$ cat config.mk
export PLATFORM = sky130hd
export DESIGN_NAME = timer_bus_if
export DESIGN_NICKNAME = d
export VERILOG_FILES = /design/src/rtl/timer_bus_if.sv
export SDC_FILE = /design/constraint.sdc
export NUM_CORES = 1
export LEC_CHECK = 0
export ABC_AREA = 1
export BUFFER_PORTS_ARGS = -buffer_cell sky130_fd_sc_hd__clkbuf_2
export CORE_MARGIN = 2
export CORE_UTILIZATION = 30
export DETAILED_ROUTE_END_ITERATION = 12
export PLACE_DENSITY = 0.57
export SLEW_MARGIN = 40
export SYNTH_ARGS = -nofsm -noshare
export SYNTH_HDL_FRONTEND = slang
export SYNTH_SLANG_ARGS = --single-unit
$ cat constraint.sdc
create_clock -name clk -period 3.3 [get_ports clk]
set_input_delay 0.165 -clock clk [delete_from_list [all_inputs] [get_ports clk]]
set_output_delay 0.165 -clock clk [all_outputs]
set_load 0.03 [all_outputs]
$ cat src/rtl/timer_bus_if.sv
// -----------------------------------------------------------------------------
// timer_bus_if
//
// Byte-wide CPU write front end for the TIMER block. CPU writes are
// edge-detected on the (cpu_cs & cpu_wr) level strobe, so a strobe held for
// many cycles produces only one accept. Control words (cpu_a0=1) are always
// forwarded. Their RW field selects how later count bytes are assembled into
// 16-bit TIMER writes: LSB only, MSB only, or an LSB/MSB pair. Every TIMER
// transaction is a registered single-cycle t_cs/t_wr pulse that appears one
// cycle after the accept.
//
// Ports
//   clk       in   system clock, rising edge
//   reset     in   synchronous active-high reset
//   cpu_data  in   CPU write data (BUS_W)
//   cpu_cs    in   CPU chip select, active high
//   cpu_wr    in   CPU write strobe, active high level
//   cpu_a0    in   1 = control word, 0 = count byte
//   t_data    out  data to TIMER (CNT_W), holds last issued value
//   t_cs      out  chip select to TIMER (one-cycle pulse)
//   t_wr      out  write strobe to TIMER (one-cycle pulse)
//   t_a0      out  register select to TIMER, holds last issued value
//   rw_mode   out  RW field of the last accepted non-latch control word
//   lsb_pend  out  LSB of an LSB/MSB pair is held, waiting for its MSB
//   err       out  one-cycle pulse: count byte written with no RW mode set
// -----------------------------------------------------------------------------
module timer_bus_if #(
    parameter int BUS_W = 8,
    parameter int CNT_W = 16
) (
    input  logic             clk,
    input  logic             reset,
    input  logic [BUS_W-1:0] cpu_data,
    input  logic             cpu_cs,
    input  logic             cpu_wr,
    input  logic             cpu_a0,
    output logic [CNT_W-1:0] t_data,
    output logic             t_cs,
    output logic             t_wr,
    output logic             t_a0,
    output logic [1:0]       rw_mode,
    output logic             lsb_pend,
    output logic             err
);

    typedef enum logic [2:0] {
        NO_MODE  = 3'd0,
        LSB_ONLY = 3'd1,
        MSB_ONLY = 3'd2,
        PAIR_LSB = 3'd3,
        PAIR_MSB = 3'd4
    } state_t;

    state_t             state_q,    state_d;
    logic               wr_q,       wr_d;
    logic               txn_q,      txn_d;
    logic [CNT_W-1:0]   t_data_q,   t_data_d;
    logic               t_a0_q,     t_a0_d;
    logic [1:0]         rw_mode_q,  rw_mode_d;
    logic               lsb_pend_q, lsb_pend_d;
    logic               err_q,      err_d;
    logic [BUS_W-1:0]   lsb_hold_q, lsb_hold_d;

    logic               accept;
    logic [1:0]         rw_field;

    // Rising edge of the combined strobe. Because wr_q tracks the combined
    // strobe (not cpu_wr alone), raising cs under an already-held wr counts.
    assign accept   = cpu_cs & cpu_wr & ~wr_q;
    assign rw_field = cpu_data[5:4];

    always_ff @(posedge clk) begin
        if (reset) begin
            state_q    <= NO_MODE;
            wr_q       <= 1'b0;
            txn_q      <= 1'b0;
            t_data_q   <= '0;
            t_a0_q     <= 1'b0;
            rw_mode_q  <= 2'b00;
            lsb_pend_q <= 1'b0;
            err_q      <= 1'b0;
            lsb_hold_q <= '0;
        end else begin
            state_q    <= state_d;
            wr_q       <= wr_d;
            txn_q      <= txn_d;
            t_data_q   <= t_data_d;
            t_a0_q     <= t_a0_d;
            rw_mode_q  <= rw_mode_d;
            lsb_pend_q <= lsb_pend_d;
            err_q      <= err_d;
            lsb_hold_q <= lsb_hold_d;
        end
    end

    always_comb begin
        state_d    = state_q;
        wr_d       = cpu_cs & cpu_wr;
        txn_d      = 1'b0;
        t_data_d   = t_data_q;
        t_a0_d     = t_a0_q;
        rw_mode_d  = rw_mode_q;
        lsb_pend_d = lsb_pend_q;
        err_d      = 1'b0;
        lsb_hold_d = lsb_hold_q;

        if (accept) begin
            if (cpu_a0) begin
                // Control words always reach TIMER, including latch commands.
                txn_d    = 1'b1;
                t_a0_d   = 1'b1;
                t_data_d = {{(CNT_W-BUS_W){1'b0}}, cpu_data};
                // RW=00 is a latch command: it leaves the byte sequencing
                // untouched. Any other RW restarts sequencing and drops a
                // half-written pair.
                if (rw_field != 2'b00) begin
                    rw_mode_d  = rw_field;
                    lsb_pend_d = 1'b0;
                    unique case (rw_field)
                        2'b01:   state_d = LSB_ONLY;
                        2'b10:   state_d = MSB_ONLY;
                        default: state_d = PAIR_LSB;
                    endcase
                end
            end else begin
                case (state_q)
                    NO_MODE: begin
                        err_d = 1'b1;
                    end
                    LSB_ONLY: begin
                        txn_d    = 1'b1;
                        t_a0_d   = 1'b0;
                        t_data_d = {{(CNT_W-BUS_W){1'b0}}, cpu_data};
                    end
                    MSB_ONLY: begin
                        txn_d    = 1'b1;
                        t_a0_d   = 1'b0;
                        t_data_d = {cpu_data, {BUS_W{1'b0}}};
                    end
                    PAIR_LSB: begin
                        lsb_hold_d = cpu_data;
                        lsb_pend_d = 1'b1;
                        state_d    = PAIR_MSB;
                    end
                    PAIR_MSB: begin
                        txn_d      = 1'b1;
                        t_a0_d     = 1'b0;
                        t_data_d   = {cpu_data, lsb_hold_q};
                        lsb_pend_d = 1'b0;
                        state_d    = PAIR_LSB;
                    end
                    default: begin
                        state_d = NO_MODE;
                    end
                endcase
            end
        end
    end

    assign t_data   = t_data_q;
    assign t_cs     = txn_q;
    assign t_wr     = txn_q;
    assign t_a0     = t_a0_q;
    assign rw_mode  = rw_mode_q;
    assign lsb_pend = lsb_pend_q;
    assign err      = err_q;

endmodule

==> reports/results.tsv, run 1 <==
metric	value	unit
Worst Skew	0.0117	ns
Seq/Total Area, Yosys	43.6	%
CTS tree	done	
largest net degree at the start of global routing	29	
CP startpoint kind	flop	
Post CTS Setup Buffer Count	0	
DRC	0	
vias in the first global route	1248	
Rows	26	
final weighted congestion in routability-driven placement	0.770	
CP required	3.47	ns
clock sink total	34	
total negative setup slack	0	ns
DP Wirelength	2540	um
Initial Util	30.7	%
Final ANT Viol Nets	0	
Critical Path Sink Type	flop	
Primary FF master, synth	dfxtp_1	
Post-synth EDFFs	0	
IO Port Bufs	35	
CTS root buf	clkbuf_8	
Max-slew headroom	52.4	%
worst-path fanout max	12	
DIE WIDTH	76.1	um
Setup Crit Path Kind	reg2reg	
share of cells above drive strength 1	21.1	%
Antenna diodes	0	
DR vias	1427	
Syn Area/Cell	6.93	um^2
Resized cells post-CTS	0	
CP Data Arrival Time	1.90	ns
first-pass GRT wire length	5850	um
Worst-Margin Slew	0.709	ns
setup violators final	0	
Worst path slowest cell	nor2_1	
Post-Syn Instances	225	
max incr delay on CP	0.48	ns
status	finished, final reports clean	
total CTS buffers	5	
placed insts	323	
area of the core	0.00507	mm^2
fin crit share	52.3	%
CP Cell Sequence	nor2_1 > nand3_1 > nor2_1 > inv_1 > nor2_1 > nor2_1	
hold crit path type	in2reg	
die area	0.00579	mm^2
max-slew violations	0	
Async S/R FF share, synth	0	%
ranking of synthesized cells by area	dfxtp_1 (44%), nand2_1 (13%), nor2_1 (11%), nand3_1 (7.1%), inv_1 (5.1%)	
top-area cell type share of the netlist area	43.6	%
WL/cell	10.6	um
Boundary Pins	36	
Post-Layout Cell Count	331	
CTS Hold Bufs	0	
leading area contributor after synthesis	dfxtp_1	
crit-path most repeated cell	nor2_1	
P_leak	0.923	nW
clk_lat worst skew	0.29	ns
worst vdd ir	0.000162	V
initial antenna violation count	0	
CTS max path bufs	2	
Post-Syn Area	0.00156	mm^2
Final nets	273	
Total Routing Usage GR	12.6	%
area grow syn2layout	19.4	%
Top Family by Delay on Critical Path	simple AND/OR/NAND/NOR gates	
clock slew at reported path FFs	0.08	ns
Fin. Hold Viols	0	
Max Freq	580	MHz
DR pass1 iterations	4	
Routed WL	3510	um
H-tree levels	2	
Iter 0 DRT Violations	76	
Synthesis Warnings	0	
CP Buf/Inv Count	1	
unrepaired setup endpoints after global routing	false	
global route overflow	0	
DR vias/cell	4.31	
syn nets	238	
Cell variety after synth	24	
power density over cell area	467	mW/mm^2
die height	76.1	um
max cap viols	0	
Final Critical Period	1.73	ns
Seq cells post-synth	34	
[power by group]
group,leakage [nW],switching [W],internal [W],total [W]
sequential,0.276,0.00000795,0.000424,0.000432
clock,0.0482,0.000149,0.000168,0.000317
combinational,0.599,0.0000841,0.0000361,0.000120
total,0.923,0.000241,0.000629,0.000870
[routing by layer]
layer | vias to the layer above | GRT usage (%) | wire [um]
met5 | - | 0 | 0
met4 | 0 | 5.45 | 65
met1 | 618 | 16.8 | 1730
li1 | 774 | - | -
met2 | 29 | 18.9 | 1580
met3 | 6 | 3.67 | 129
[sequential cells by signal (all words and copies together) (netlist names)]
| signal | flops |
|---|---|
| wr_q | 1 |
| lsb_pend | 1 |
| lsb_hold_q | 8 |
| t_data | 16 |
| state_q | 3 |
| t_cs | 1 |
| err | 1 |
| t_a0 | 1 |
| rw_mode | 2 |
[worst paths after layout]
path         slack [ns]             to  cells after the start        from
max                1.57  lsb_hold_q[0]                      6  state_q[2]
min reg2reg        0.47       lsb_pend                      1    lsb_pend
max reg2reg        1.57  lsb_hold_q[0]                      6  state_q[2]
min                0.09           wr_q                      3      cpu_wr
[cell usage in the layout (no fill, tap or decap), drive strengths merged]
cell type,count
nand2,60
nor2,46
clkbuf,42
dfxtp,34
nand3,25
inv,23
a21oi,12
o21ai,11
nor3,3
clkinv,3
nand3b,1
o21a,1
[metrics by stage]
stage	instance area [um^2]	total power (W)	setup WS, ns	util [%]	hold WS, ns
floorplan	1560	0.000529	2.06	-	0.227
global route	1860	0.000914	1.34	36.7	0.0826
finish	1860	0.000870	1.57	36.7	0.0884
global placement	1770	0.000563	1.62	34.9	0.386
detailed placement	1770	0.000564	1.58	34.9	0.395
CTS	1860	0.000884	1.56	36.7	0.0834
[tightest hold or removal path, cell delays in order]
cell and delay [ns]:
clkbuf_2 0.09, nand2_1 0.05, nor2_1 0.04
[cells in the mapped netlist, types with 2 or more instances]
cell type and count:
a21oi_1 10, buf_2 2, buf_4 2, buf_6 2, dfxtp_1 34, inv_1 21, inv_2 2, nand2_1 56
nand2_2 2, nand2_4 2, nand3_1 22, nand3_2 2, nor2_1 45, nor3_1 3, o21ai_0 11
[area by class of cell]
cell class	instances	area, um^2
fill	592	3210
multi-input combinational	159	733
sequential	34	681
timing repair buffer	35	175
inverter	25	95.1
tap	70	87.6
clock buffer	7	86.3
clock inverter	1	5.00
[cell families after synthesis]
logic type / Yosys count / synth area share, %
DFF: 34 / 43.6
and+or+nand+nor: 135 / 38.2
AOI/OAI and AO/OA: 24 / 8.82
buffers and inverters: 32 / 9.38
No activity file was read; power rests on OpenSTA's default activity.
==> run 2: changes to the inputs <==
--- a/config.mk
+++ b/config.mk
@@ -10,7 +10,7 @@
 export CORE_MARGIN = 2
 export CORE_UTILIZATION = 30
 export DETAILED_ROUTE_END_ITERATION = 12
-export PLACE_DENSITY = 0.57
+export PLACE_DENSITY = 0.58
 export SLEW_MARGIN = 40
 export SYNTH_ARGS = -nofsm -noshare
 export SYNTH_HDL_FRONTEND = slang
==> constraint.sdc (replaced) <==
create_clock -name clk -period 1.4 [get_ports clk]
set_input_delay 0.07 -clock clk [delete_from_list [all_inputs] [get_ports clk]]
set_output_delay 0.07 -clock clk [all_outputs]
set_load 0.03 [all_outputs]
==> reports/results.tsv, run 2 (synthesis gave the netlist of run 1 again) <==
metric	value	unit
Post-Layout Cell Count	339	
Setup Crit Path Kind	reg2reg	
fin crit share	93.7	%
CP Cell Sequence	buf_4 > a21oi_4 > nand2_4 > nand2_8 > nand2_1 > nand2_1 > nor2_1	
Max-slew headroom	71.1	%
global route overflow	0	
Sequential Area	682	um^2
Post CTS Setup Buffer Count	0	
Reg-to-Reg Start	state_q[2]	
P_leak	0.979	nW
Final ANT Viol Nets	0	
largest net degree at the start of global routing	27	
CP Data Arrival Time	1.49	ns
final weighted congestion in routability-driven placement	0.826	
Worst Slack Setup Final	0.0887	ns
CP startpoint kind	flop	
Routed WL	3570	um
crit path launch	state_q[2]	
clock sink total	34	
commonest cells after routing, fill and taps aside	nand2_1 (56), nor2_1 (44), clkbuf_2 (35), dfxtp_1 (33), nand3_1 (22)	
DP Wirelength	2630	um
DR vias/cell	4.32	
setup violators final	0	
vias in the first global route	1267	
die area	0.00579	mm^2
WL/cell	10.5	um
Worst-Margin Slew	0.431	ns
Antenna diodes	0	
worst-path fanout max	26	
r2r setup slk	0.09	ns
share of cells above drive strength 1	24.2	%
DIE WIDTH	76.1	um
unrepaired setup endpoints after global routing	false	
total CTS buffers	5	
multi-input logic area	752	um^2
DR vias	1464	
design area	0.00200	mm^2
Critical Path Sink Type	flop	
max-slew violations	0	
max incr delay on CP	0.38	ns
Boundary Pins	36	
Total Routing Usage GR	12.6	%
CTS root buf	clkbuf_8	
max cap viols	0	
initial antenna violation count	0	
Final nets	281	
Critical path destination	t_data[2]	
Worst path slowest cell	dfxtp_1	
status	finished, final reports clean	
IO Port Bufs	35	
Worst Skew	0.00757	ns
DRC	0	
Iter 0 DRT Violations	56	
crit-path most repeated cell	nand2_1	
most common cell after layout, fill and taps aside	nand2_1	
H-tree levels	2	
Fin. Hold Viols	0	
total negative setup slack	0	ns
CP required	1.58	ns
max reg flops	16	
CP Buf/Inv Count	1	
worst slack at placement	0.0296	ns
clk_lat worst skew	0.29	ns
FILL cells	559	
reg2reg end	t_data[2]	
CTS max path bufs	2	
area grow syn2layout	28.1	%
Util after Layout	39.4	%
Final Critical Period	1.31	ns
Top Family by Delay on Critical Path	simple AND/OR/NAND/NOR gates	
Post-Place Cell Area	0.00182	mm^2
DR pass1 iterations	4	
Worst R2R Path Depth	7	
placed insts	329	
hold crit path type	in2reg	
CTS tree	done	
critical path depth	7	
worst vdd ir	0.000348	V
Initial Util	30.7	%
first-pass GRT wire length	5860	um
clock slew at reported path FFs	0.07	ns
Max Freq	763	MHz
die height	76.1	um
Rows	26	
area of the core	0.00507	mm^2
power density over cell area	1220	mW/mm^2
## run 2: how the worst min path moves through the flow
stage | from | endpoint | slack, ns | cells past startpoint
2_1_floorplan | reset | t_a0 | 0.13 | 1
6_report | cpu_data[2] | lsb_hold_q[2] | 0.06 | 3
4_1_cts | cpu_data[2] | lsb_hold_q[2] | 0.04 | 3
3_5_place_dp | cpu_wr | wr_q | 0.30 | 3
3_3_place_gp | cpu_wr | wr_q | 0.29 | 3
5_1_grt | cpu_data[2] | lsb_hold_q[2] | 0.06 | 3
## run 2: cell type report
class,instances,area share [%]
Timing Repair Buffer,43,12.0
Sequential cell,34,34.1
Clock buffer,6,4.13
Inverter,25,4.76
Clock inverter,2,3.00
Tap cell,70,4.38
Multi-Input combinational cell,159,37.6
## run 2: worst reg2reg max path: cells and delay by family, from the launching register on
family                 cells  cell delay [ns]
AO/OA/AOI/OAI              1             0.19
buffers and inverters      1             0.18
flip-flops                 1             0.38
AND/OR/NAND/NOR            5             0.45
## run 2: repair_timing
action / CTS / global route
hold endpoints to repair: 1 / 0
endpoints found under the setup margin: 0 / 17
hold buffers: 2 / 0
resized for setup: 0 / 6
## run 2: layer usage
| metal | GRT usage [%] | up-vias | routed length [um] |
|---|---|---|---|
| li1 | - | 789 | - |
| met4 | 6.55 | 0 | 57 |
| met2 | 18.8 | 29 | 1580 |
| met5 | 0 | - | 0 |
| met3 | 3.79 | 4 | 123 |
| met1 | 16.5 | 642 | 1810 |
## run 2: through the flow
stage | hold slack [ns] | total power, W
after global placement | 0.290 | 0.00133
after CTS | 0.0428 | 0.00246
after global routing | 0.0554 | 0.00255
after floorplan | 0.132 | 0.00125
final | 0.0575 | 0.00244
after detailed placement | 0.300 | 0.00133
## run 2: power breakdown
group          switching (W)  internal [W]
registers          0.0000204       0.00100
logic               0.000204     0.0000987
clock network       0.000356      0.000759
==> run 3: changes to the inputs <==
--- a/config.mk
+++ b/config.mk
@@ -10,7 +10,7 @@
 export CORE_MARGIN = 2
 export CORE_UTILIZATION = 30
 export DETAILED_ROUTE_END_ITERATION = 12
-export PLACE_DENSITY = 0.58
+export PLACE_DENSITY = 0.55
 export SLEW_MARGIN = 40
 export SYNTH_ARGS = -nofsm -noshare
 export SYNTH_HDL_FRONTEND = slang
==> constraint.sdc (replaced) <==
create_clock -name clk -period 1.59 [get_ports clk]
set_input_delay 0.0795 -clock clk [delete_from_list [all_inputs] [get_ports clk]]
set_output_delay 0.0795 -clock clk [all_outputs]
set_load 0.03 [all_outputs]
==> reports/results.tsv, run 3 (synthesis gave the netlist of run 1 again) <==
metric	value	unit
CP Data Arrival Time	1.56	ns
Fin. Hold Viols	0	
Routed WL	3610	um
CP required	1.77	ns
CP Cell Sequence	nor2_4 > clkinv_2 > nand3_2 > nand2_4 > nand2_4 > nand2_1 > nand2_1 > nor2_1	
max incr delay on CP	0.39	ns
Post CTS Setup Buffer Count	0	
global route overflow	0	
Total Routing Usage GR	12.9	%
FILL cells	592	
Final Critical Period	1.38	ns
Final ANT Viol Nets	0	
Worst Slack Setup Final	0.213	ns
clk_lat worst skew	0.28	ns
Worst R2R Path Depth	8	
first-pass GRT wire length	5980	um
post-layout power	0.00190	W
reg2reg end	t_data[7]	
vias in the first global route	1278	
die height	76.1	um
Boundary Pins	36	
fin crit share	86.6	%
Worst Skew	0.00509	ns
Resized cells post-CTS	0	
placed insts	327	
total CTS buffers	5	
WL/cell	10.8	um
H-tree levels	2	
max-slew violations	0	
commonest cells after routing, fill and taps aside	nand2_1 (56), nor2_1 (45), clkbuf_2 (35), dfxtp_1 (34), nand3_1 (22)	
area grow syn2layout	22.5	%
P_leak	0.953	nW
largest net degree at the start of global routing	29	
Max Freq	726	MHz
hold crit path type	in2reg	
total negative setup slack	0	ns
DR vias/cell	4.27	
area of the core	0.00507	mm^2
setup violators final	0	
DR pass1 iterations	4	
worst slack at placement	0.209	ns
CP startpoint kind	flop	
DIE WIDTH	76.1	um
max reg flops	16	
r2r setup slk	0.21	ns
IO Port Bufs	35	
max cap viols	0	
Reg-to-Reg Start	state_q[1]	
initial antenna violation count	0	
final weighted congestion in routability-driven placement	0.823	
crit path launch	state_q[1]	
CTS max path bufs	2	
worst-path fanout max	26	
Worst-Margin Slew	0.295	ns
CTS root buf	clkbuf_8	
Critical Path Sink Type	flop	
Worst path slowest cell	dfxtp_1	
final hold slack	0.00557	ns
share of cells above drive strength 1	22.6	%
CTS tree	done	
DR vias	1430	
unrepaired setup endpoints after global routing	false	
Final nets	277	
clock sink total	34	
DRC	0	
Initial Util	30.7	%
CTS Hold Bufs	0	
Setup Crit Path Kind	reg2reg	
Post-Layout Cell Count	335	
most common cell after layout, fill and taps aside	nand2_1	
power density over cell area	993	mW/mm^2
Antenna diodes	0	
die area	0.00579	mm^2
status	finished, final reports clean	
worst vdd ir	0.000299	V
DP Wirelength	2640	um
WHS Path Cells	3	
Max-slew headroom	80.4	%
clock slew at reported path FFs	0.07	ns
Rows	26	
Iter 0 DRT Violations	98	
Critical path destination	t_data[7]	
-- run 3: cell count changes in the layout (fill, tap and decap cells not counted), moves of 2 or more --
| cell | change |
|---|---|
| clkbuf_8 | +2 |
| buf_4 | -2 |
| bufinv_16 | -2 |
| dlygate4sd3_1 | -2 |
-- run 3: through the flow --
| stage | cell area [um^2] | util (%) |
|---|---|---|
| 2_1_floorplan | 1560 | - |
| 3_5_place_dp | 1800 | 35.5 |
| 5_1_grt | 1910 | 37.7 |
| 6_report | 1910 | 37.7 |
| 4_1_cts | 1910 | 37.7 |
| 3_3_place_gp | 1800 | 35.5 |
-- run 3: worst max-delay path: cells and delay by family (launching register included) --
family	cells	cell delay [ns]
buffers and inverters	1	0.09
DFF	1	0.39
and+or+nand+nor	7	0.78
-- run 3: layout make-up --
type / instances / area [um^2] / area share (%)
clock buffers: 8 / 110 / 5.76
flip-flops and latches: 34 / 681 / 35.6
inverters: 25 / 95.1 / 4.97
multi-input cells: 159 / 733 / 38.4
well taps: 70 / 87.6 / 4.58
repair buffers: 39 / 205 / 10.7
-- run 3: worst min path at each step --
stage / end / slack, ns / from
5_1_grt: wr_q / 0.008 / cpu_wr
3_3_place_gp: wr_q / 0.30 / cpu_wr
6_report: wr_q / 0.006 / cpu_wr
4_1_cts: wr_q / 0.0008 / cpu_wr
2_1_floorplan: t_a0 / 0.14 / reset
3_5_place_dp: wr_q / 0.31 / cpu_wr
-- run 3: metal layers --
layer	up-vias	track usage, %	wire (um)
met5	-	0	0
met4	0	5.45	51
met3	4	3.79	116
met2	28	19.0	1580
met1	618	17.6	1860
li1	780	-	-
-- run 3: power by group --
part / internal (W) / switching [W]
registers: 0.000881 / 0.0000171
clock network: 0.000437 / 0.000311
logic: 0.0000784 / 0.000175
total: 0.00140 / 0.000503
